==> src/rtl/dag2_pkg.sv <==
// Shared types and constants for the dag2 round-robin scheduler.
package dag2_pkg;

   localparam int unsigned DEFAULT_BITS     = 2;
   localparam int unsigned DEFAULT_CNT_BITS = 8;

   typedef enum logic [2:0] {
      StIdle = 3'd0,
      StAdd1 = 3'd1,
      StSub  = 3'd2,
      StAdd2 = 3'd3,
      StDone = 3'd4
   } state_e;

   localparam logic OP_ADD = 1'b0;
   localparam logic OP_SUB = 1'b1;

endpackage

==> src/rtl/dag2_addsub.sv <==
// Shared BITS-wide adder/subtractor; the cout port exists only when DAG2_OVF_EN is defined.
module dag2_addsub
   import dag2_pkg::*;
#(
   parameter int unsigned BITS = DEFAULT_BITS
) (
   input  logic [BITS-1:0] x,
   input  logic [BITS-1:0] y,
   input  logic            op,
   output logic [BITS-1:0] res
`ifdef DAG2_OVF_EN
   ,
   output logic            cout
`endif
);

`ifdef DAG2_OVF_EN
   logic [BITS:0] wide;

   // Top bit is carry for add and borrow for sub.
   always_comb begin
      if (op == OP_SUB) begin
         wide = {1'b0, x} - {1'b0, y};
      end else begin
         wide = {1'b0, x} + {1'b0, y};
      end
      res  = wide[BITS-1:0];
      cout = wide[BITS];
   end
`else
   always_comb begin
      if (op == OP_SUB) begin
         res = x - y;
      end else begin
         res = x + y;
      end
   end
`endif

endmodule

==> src/rtl/dag2_rr_sched.sv <==
// Two-requester round-robin scheduler computing (a+b)+((a+b)-b) on one shared add/sub unit.
// Defining DAG2_OVF_EN adds an ovf output flagging any carry/borrow seen during the job.
module dag2_rr_sched
   import dag2_pkg::*;
#(
   parameter int unsigned BITS     = DEFAULT_BITS,
   parameter int unsigned CNT_BITS = DEFAULT_CNT_BITS
) (
   input  logic                clock,
   input  logic                reset,
   input  logic                req0_valid,
   output logic                req0_ready,
   input  logic [BITS-1:0]     req0_a,
   input  logic [BITS-1:0]     req0_b,
   input  logic                req1_valid,
   output logic                req1_ready,
   input  logic [BITS-1:0]     req1_a,
   input  logic [BITS-1:0]     req1_b,
   output logic                out_valid,
   input  logic                out_ready,
   output logic [BITS-1:0]     out,
   output logic                out_id,
   output logic                busy,
   output logic [CNT_BITS-1:0] done_count
`ifdef DAG2_OVF_EN
   ,
   output logic                ovf
`endif
);

   state_e            state_q, state_d;
   logic [BITS-1:0]   a_q, b_q, t1_q, t2_q, out_q;
   logic              id_q, out_id_q, last_grant_q;
   logic [CNT_BITS-1:0] cnt_q;

   logic              gnt_any, gnt_id, accept;
   logic [BITS-1:0]   alu_x, alu_y, alu_res;
   logic              alu_op;

   // A tie goes to whichever requester was not granted last.
   assign gnt_any    = req0_valid | req1_valid;
   assign gnt_id     = req1_valid & (~req0_valid | ~last_grant_q);
   assign accept     = (state_q == StIdle) & gnt_any & ~reset;
   assign req0_ready = accept & ~gnt_id;
   assign req1_ready = accept & gnt_id;

   assign out_valid  = (state_q == StDone);
   assign busy       = (state_q != StIdle);
   assign out        = out_q;
   assign out_id     = out_id_q;
   assign done_count = cnt_q;

   always_comb begin
      state_d = state_q;
      alu_x   = '0;
      alu_y   = '0;
      alu_op  = OP_ADD;
      case (state_q)
         StIdle: if (accept) state_d = StAdd1;
         StAdd1: begin
            alu_x   = a_q;
            alu_y   = b_q;
            state_d = StSub;
         end
         StSub: begin
            alu_x   = t1_q;
            alu_y   = b_q;
            alu_op  = OP_SUB;
            state_d = StAdd2;
         end
         StAdd2: begin
            alu_x   = t1_q;
            alu_y   = t2_q;
            state_d = StDone;
         end
         StDone: if (out_ready) state_d = StIdle;
         default: state_d = StIdle;
      endcase
   end

`ifdef DAG2_OVF_EN
   logic alu_cout;
   logic ovf_q;

   dag2_addsub #(
      .BITS (BITS)
   ) u_alu (
      .x    (alu_x),
      .y    (alu_y),
      .op   (alu_op),
      .res  (alu_res),
      .cout (alu_cout)
   );

   always_ff @(posedge clock or posedge reset) begin
      if (reset) begin
         ovf_q <= 1'b0;
      end else if (accept) begin
         ovf_q <= 1'b0;
      end else if (state_q == StAdd1 || state_q == StSub || state_q == StAdd2) begin
         ovf_q <= ovf_q | alu_cout;
      end
   end

   assign ovf = ovf_q;
`else
   dag2_addsub #(
      .BITS (BITS)
   ) u_alu (
      .x   (alu_x),
      .y   (alu_y),
      .op  (alu_op),
      .res (alu_res)
   );
`endif

   always_ff @(posedge clock or posedge reset) begin
      if (reset) begin
         state_q      <= StIdle;
         a_q          <= '0;
         b_q          <= '0;
         t1_q         <= '0;
         t2_q         <= '0;
         out_q        <= '0;
         id_q         <= 1'b0;
         out_id_q     <= 1'b0;
         last_grant_q <= 1'b1;
         cnt_q        <= '0;
      end else begin
         state_q <= state_d;
         case (state_q)
            StIdle: begin
               if (accept) begin
                  a_q          <= gnt_id ? req1_a : req0_a;
                  b_q          <= gnt_id ? req1_b : req0_b;
                  id_q         <= gnt_id;
                  last_grant_q <= gnt_id;
               end
            end
            StAdd1: t1_q <= alu_res;
            StSub:  t2_q <= alu_res;
            StAdd2: begin
               out_q    <= alu_res;
               out_id_q <= id_q;
            end
            StDone: if (out_ready) cnt_q <= cnt_q + CNT_BITS'(1);
            default: ;
         endcase
      end
   end

endmodule

==> config.mk <==
export PLATFORM = sky130hd
export DESIGN_NAME = dag2_rr_sched
export DESIGN_NICKNAME = d
export VERILOG_FILES = /design/src/rtl/dag2_pkg.sv /design/src/rtl/dag2_addsub.sv /design/src/rtl/dag2_rr_sched.sv
export SDC_FILE = /design/constraint.sdc
export NUM_CORES = 1
export LEC_CHECK = 0
export BUFFER_PORTS_ARGS = -buffer_cell sky130_fd_sc_hd__buf_2
export CORE_ASPECT_RATIO = 0.8
export CORE_UTILIZATION = 47
export DETAILED_ROUTE_END_ITERATION = 12
export GPL_TIMING_DRIVEN = 1
export PLACE_DENSITY = 0.74
export SYNTH_ARGS = -nofsm -noshare
export SYNTH_HDL_FRONTEND = slang
export SYNTH_SLANG_ARGS = --single-unit
==> constraint.sdc <==
create_clock -name clock -period 1.63 [get_ports clock]
set_input_delay 0.163 -clock clock [delete_from_list [all_inputs] [get_ports clock]]
set_output_delay 0.163 -clock clock [all_outputs]
set_load 0.01 [all_outputs]
---- Yosys cells after proc, flatten, opt, wreduce, memory -nomap -nowiden ----
Cells that the tools add are included.
word-level totals
  register bits ........................... 24
  bits of input ports ..................... 13
  word-level logic and storage cells ...... 46
cells by class
  add/subtract/negate cells ............... 3
  equality and inequality tests ........... 6
  mux-type cells .......................... 9
  bitwise operators ....................... 11
  reduce and logical (&&, ||, !) cells .... 7
operators by type and width
  operator                                                number
  case mux 3 bit (5 select lines)                         1
  adder 8 x 1 -> 8 bit (second input constant)            1
  case mux 2 bit (2 select lines)                         2
  == test 3 x 2 -> 1 bit (second input constant)          2
  two-way mux 2 bit                                       3
  two-way mux 3 bit                                       2
  AND reduction 2 bit                                     3
  bitwise AND 1 bit                                       5
  inverter 1 bit                                          4
  OR reduction 2 bit                                      2
  == test 3 x 1 -> 1 bit (second input constant)          1
  == test 3 bit (second input constant)                   1
  logical NOT 3 bit                                       1
  nonzero test 3 bit                                      1
  adder 2 bit                                             1
  inequality test 2 x 1 -> 1 bit (second input constant)  1
  inequality test 2 bit (second input constant)           1
  bitwise OR 1 bit                                        2
  subtractor 2 bit                                        1
  two-way mux 1 bit                                       1

---- Depth between registers and ports, before layout ----
  depth in word-level cells ............... 5
  mapped depth ............................ 8
  gate-level depth less buffers ........... 7

---- By module ----
Synthesis repeated with hierarchy kept, for this count alone.
unflattened totals
  cells, all modules ...................... 102
  area, all modules ....................... 1239.9 um^2
modules (own cells, without submodules)
  module         times used  cells each  area each (um^2)  seq. area each (um^2)
  dag2_rr_sched  1           96          1174.9            601.8
  dag2_addsub    1           6           65.1              0.0

---- Worst setup path after synthesis ----
OpenSTA, ideal clock, no wires.
  path type ............................... register -> register
  from .................................... reg state_q[1]
  to ...................................... reg t1_q[1]
  library setup time ...................... 95 ps
  arrival time ............................ 1704 ps
  data required time ...................... 1535 ps
  slack ................................... -169 ps
  stages on the path, launching flop included .. 9
  path buffers ............................ 1
  path through ............................ dfrtp_1 buf_2 nor2b_1 a22oi_1 or2_2 ha_1 xnor2_1 and3_1 o31ai_1
between the ends
  cells in the longest elaborated chain, start to end .. 5
  elaborated cells between the ends (all ways) .. 11
  classes of those cells .................. add/sub: 2; eq/ne: 3; mux: 4; reduce/logical: 2
ends and longest elaborated chain
  item                                                                     RTL line                                   source
  start: declaration                                                       dag2_rr_sched.sv:31                        state_e state_q, state_d;
  start signal: assignment                                                 dag2_rr_sched.sv:119                       state_q <= StIdle;
  start signal: assignment                                                 dag2_rr_sched.sv:130                       state_q <= state_d;
  == test 3 x 2 -> 1 bit / == test 3 x 1 -> 1 bit (equally long branches)  dag2_rr_sched.sv:58, dag2_rr_sched.sv:131
  OR reduction 2 bit (no source line)                                      n/a
  case mux 2 bit (2 select lines)                                          dag2_rr_sched.sv:58                        case (state_q)
  adder 2 bit / subtractor 2 bit (equally long branches)                   dag2_addsub.sv:35, dag2_addsub.sv:33
  two-way mux 2 bit                                                        dag2_addsub.sv:32                          if (op == OP_SUB) begin
  end signal: assignment                                                   dag2_rr_sched.sv:140                       StAdd1: t1_q <= alu_res;
  end: declaration                                                         dag2_rr_sched.sv:32                        logic [BITS-1:0] a_q, b_q, t1_q, t2_q, out_q;
Several ways; a longest one is shown, not always the timed one.
A chain may end at the register's enable or synchronous reset.

---- Worst setup path after layout ----
  from .................................... reg state_q[0]
  to ...................................... out req1_ready
between the ends
  cells in the longest elaborated chain, start to end .. 4
ends and longest elaborated chain
  item                             RTL line             source
  logical NOT 3 bit                dag2_rr_sched.sv:43  assign accept = (state_q == StIdle) & gnt_any & ~reset;
  bitwise AND 1 bit (2 in series)  dag2_rr_sched.sv:43
  bitwise AND 1 bit                dag2_rr_sched.sv:45  assign req1_ready = accept & gnt_id;
  end: declaration                 dag2_rr_sched.sv:16  output logic req1_ready,
Every way passes these cells.

==> results.tsv <==
stage	metric	value	unit
cells_and_area	most-common-layout-cells	27 x buf_2, 21 x dfrtp_1, 15 x nand2_1, 14 x buf_4, 11 x nor2_1	
worst_setup_path	critPathLaunchType	register	
cells_and_area	nets	176	
floorplanning	dieArea	0.00278	mm2
cells_and_area	layout.cells.non_filler	196	
cells_and_area	drive_gt1_share	45.0	%
synthesis	yosysWarnings	0	
run_status	violations	negative setup slack	
power_and_ir_drop	seq_power_share	33.7	%
routing	remaining_drc_errors	0	
placement	io_buffers	27	
worst_setup_path	reg2reg_to	t1_q[1]	
placement	hpwl	1790	um
worst_setup_path	crit_start	state_q[0]	
cells_and_area	diodes	0	
timing	tns	-0.574	ns
floorplanning	pin_count	28	
synthesis	syn_area_per_cell	10.5	um2
power_and_ir_drop	comb_power_share	52.2	%
clocking	cts.reportedPaths.clkPinSlew	0.13	ns
timing	fmaxAchievable	536	MHz
global_route	antenna_found_initial	0	
synthesis	syn-cell-area	0.00121	mm2
synthesis	yosys_register_bits	24	
routing	routedWlPerCell	12.4	um
worst_setup_path	endpoint_kind	output port	
run_status	status	complete, but fails checks	
worst_setup_path	crit_required	1.47	ns
cells_and_area	final_common_cell	buf_2	
power_and_ir_drop	power.share.switching	37.5	%
clocking	cts_tree	built	
global_route	grt_pass1_wl	3960	um
cells_and_area	multi_input_area	629	um2
min_path	hold_depth	3	
placement	gp_congestion	0.775	
routing	num_vias	978	
synthesis	synthCells	115	
floorplanning	rows	16	
global_route	grt.total_usage	19.7	%
cells_and_area	final_util	67.1	%
routing	drtIter0Drc	16	
min_path	hold_end	state_q[2]	
placement	dpl_cell_area	0.00145	mm2
global_route	grt_overflow	0	
cells_and_area	seqCellArea	604	um2
floorplanning	die_x	58.7	um
synthesis	syn_nets	130	
power_and_ir_drop	power.internal	1.90	mW
timing	tightestPinTransition	0.490	ns
floorplanning	initial_core_util	49.5	%
timing	drv_slew	0	
worst_setup_path	cp_max_fo	3	
timing	setup_ws	-0.237	ns
routing	via_per_inst	4.99	
floorplanning	placeableCoreArea	0.00244	mm2
worst_setup_path	r2r_setup_slack	-0.11	ns
clocking	cts_buffers	3	
power_and_ir_drop	p_per_area	1860	mW/mm2
worst_setup_path	crit_type	reg2out	
timing	fin_crit_sh	115	%
timing	skew	0.0115	ns
synthesis	seq_area_frac_synth	49.8	%
clocking	clock-root-buffer	clkbuf_4	
worst_setup_path	reg2reg_depth	8	
routing	finalWirelength	2440	um
cells_and_area	fill_cells	203	
worst_setup_path	arrival	1.70	ns
timing	maxSlewHeadroom	67.3	%
worst_setup_path	worstReg2RegStart	state_q[0]	
flow_run	cap_violations	0	
global_route	grt_max_degree	15	
min_path	hold_path.class	in2reg	
routing	postRouteAntennaNets	0	
placement	dp.cells	183	
min_path	hold_start	out_ready	
timing	setup_violations	5	
power_and_ir_drop	clkPwrFrac	14.0	%
timing	fin_crit	1.87	ns
cells_and_area	syn2layout_area_growth	35.5	%
clocking	cts.sinks	24	
timing	finalHoldViolCount	0	
power_and_ir_drop	p_sw	1.14	mW
clocking	clk_latency	0.31	ns
clocking	clockBufferDepth	2	
global_route	grt_pass1_vias	891	
synthesis	yosys.cell_types.count	36	
power_and_ir_drop	power	3.04	mW
power_and_ir_drop	ir_worst_vdd	768	uV
cells_and_area	design_area	0.00164	mm2
floorplanning	dieHeight	47.4	um
timing	grt_setup_unrepaired	yes	
clocking	htree_num_levels	1	
power_and_ir_drop	power_leakage	0.822	nW
routing	dr.pass1.iters	4	
-- power by group through the flow --
stage                     logic [mW]  registers (mW)  clock network, mW
after floorplan                0.978            1.04                  0
after global placement          1.28            1.05                  0
after detailed placement        1.33            1.06                  0
after CTS                       1.55            1.02              0.439
after global routing            1.75            1.06              0.469
final                           1.59            1.03              0.427
-- cell usage after synthesis --
| cell type | count | share of area, % |
|---|---|---|
| nand4_2 | 1 | 1.0 |
| nor4_1 | 1 | 0.52 |
| nand3_1 | 2 | 0.83 |
| nor2_1 | 12 | 3.7 |
| and4b_1 | 1 | 0.83 |
| dfrtp_1 | 23 | 48 |
| nor3_2 | 1 | 0.83 |
| o21ai_0 | 4 | 1.7 |
| nand4_1 | 2 | 1.0 |
| mux2i_1 | 4 | 3.3 |
| nor3b_1 | 1 | 0.62 |
| a22oi_1 | 1 | 0.62 |
| nor3_4 | 1 | 1.3 |
| and4bb_1 | 1 | 1.0 |
| nor2b_1 | 1 | 0.52 |
| a21boi_1 | 1 | 0.62 |
| a21oi_2 | 3 | 2.2 |
| a21o_1 | 2 | 1.2 |
| xor2_1 | 7 | 5.1 |
| xnor2_1 | 4 | 2.9 |
| o21a_1 | 1 | 0.62 |
| dfstp_2 | 1 | 2.2 |
| a31oi_1 | 2 | 1.0 |
| or2_2 | 1 | 0.52 |
| nand2_1 | 15 | 4.7 |
| ha_1 | 2 | 2.1 |
| mux2_2 | 2 | 1.9 |
| or3_4 | 1 | 0.93 |
| buf_2 | 1 | 0.41 |
| buf_4 | 1 | 0.62 |
| and2b_2 | 1 | 0.72 |
| and3_1 | 1 | 0.52 |
| a21oi_1 | 4 | 1.7 |
| inv_1 | 5 | 1.6 |
| buf_6 | 2 | 1.9 |
| o31ai_1 | 2 | 1.2 |
-- metrics by stage --
step / hold slack (ns) / worst slack [ns]
floorplan: 0.177 / -0.0125
global placement: 0.234 / 0.00130
detailed placement: 0.256 / -0.0886
CTS: 0.127 / -0.223
global route: 0.122 / -0.328
finish: 0.139 / -0.237
-- how the worst max path moves through the flow --
stage	slack [ns]	depth (start not counted)	endpoint
6_report	-0.24	6	req1_ready
2_1_floorplan	-0.01	8	t1_q[1]
5_1_grt	-0.33	6	req1_ready
4_1_cts	-0.22	6	req1_ready
3_5_place_dp	-0.09	7	out[1]
3_3_place_gp	0.001	7	t2_q[1]
-- sequential cells by signal (all words and copies together) (netlist names) --
signal        count
last_grant_q      1
out               2
t2_q              2
id_q              1
state_q           3
a_q               2
done_count        8
b_q               2
out_id            1
t1_q              2
-- metal layers --
layer | share of wire (%) | up-vias | GRT usage [%]
met5 | 0 | - | 0
met4 | 0.41 | 0 | 6.67
met3 | 2.9 | 2 | 3.58
met2 | 51 | 20 | 35.2
met1 | 46 | 474 | 24.8
li1 | - | 482 | -
-- layout make-up --
| class | instances | area share (%) |
|---|---|---|
| multi-input combinational | 82 | 38.4 |
| sequential | 24 | 36.9 |
| timing repair buffer | 45 | 17.6 |
| tap | 36 | 2.75 |
| clock inverter | 1 | 1.83 |
| clock buffer | 3 | 1.38 |
| inverter | 5 | 1.15 |
-- what timing repair did --
item,in CTS,in global routing
endpoints found under the hold margin,11,0
setup buffers,7,1
endpoints found under the setup margin,6,7
pin swaps,4,5
hold buffers,1,0
resized for setup,9,6
-- worst max-delay path, stage by stage, from the launching register on --
cell	delay (ns)
dfrtp_1	0.42
buf_6	0.13
or3_4	0.37
nor3_4	0.20
nand2_1	0.10
inv_1	0.07
buf_2	0.12
-- kinds of logic (layout without fill, tap and decap cells) --
| logic type | after synthesis | in the layout | synth area share [%] |
|---|---|---|---|
| AOI/OAI and AO/OA | 20 | 20 | 10.9 |
| xor gates and xnor gates | 11 | 11 | 7.97 |
| buffers and inverters | 9 | 54 | 4.45 |
| adders and majority gates | 2 | 2 | 2.07 |
| and+or+nand+nor | 43 | 43 | 19.7 |
| muxes | 6 | 6 | 5.18 |
| DFF | 24 | 24 | 49.8 |
No activity file was read; power rests on OpenSTA's default activity.
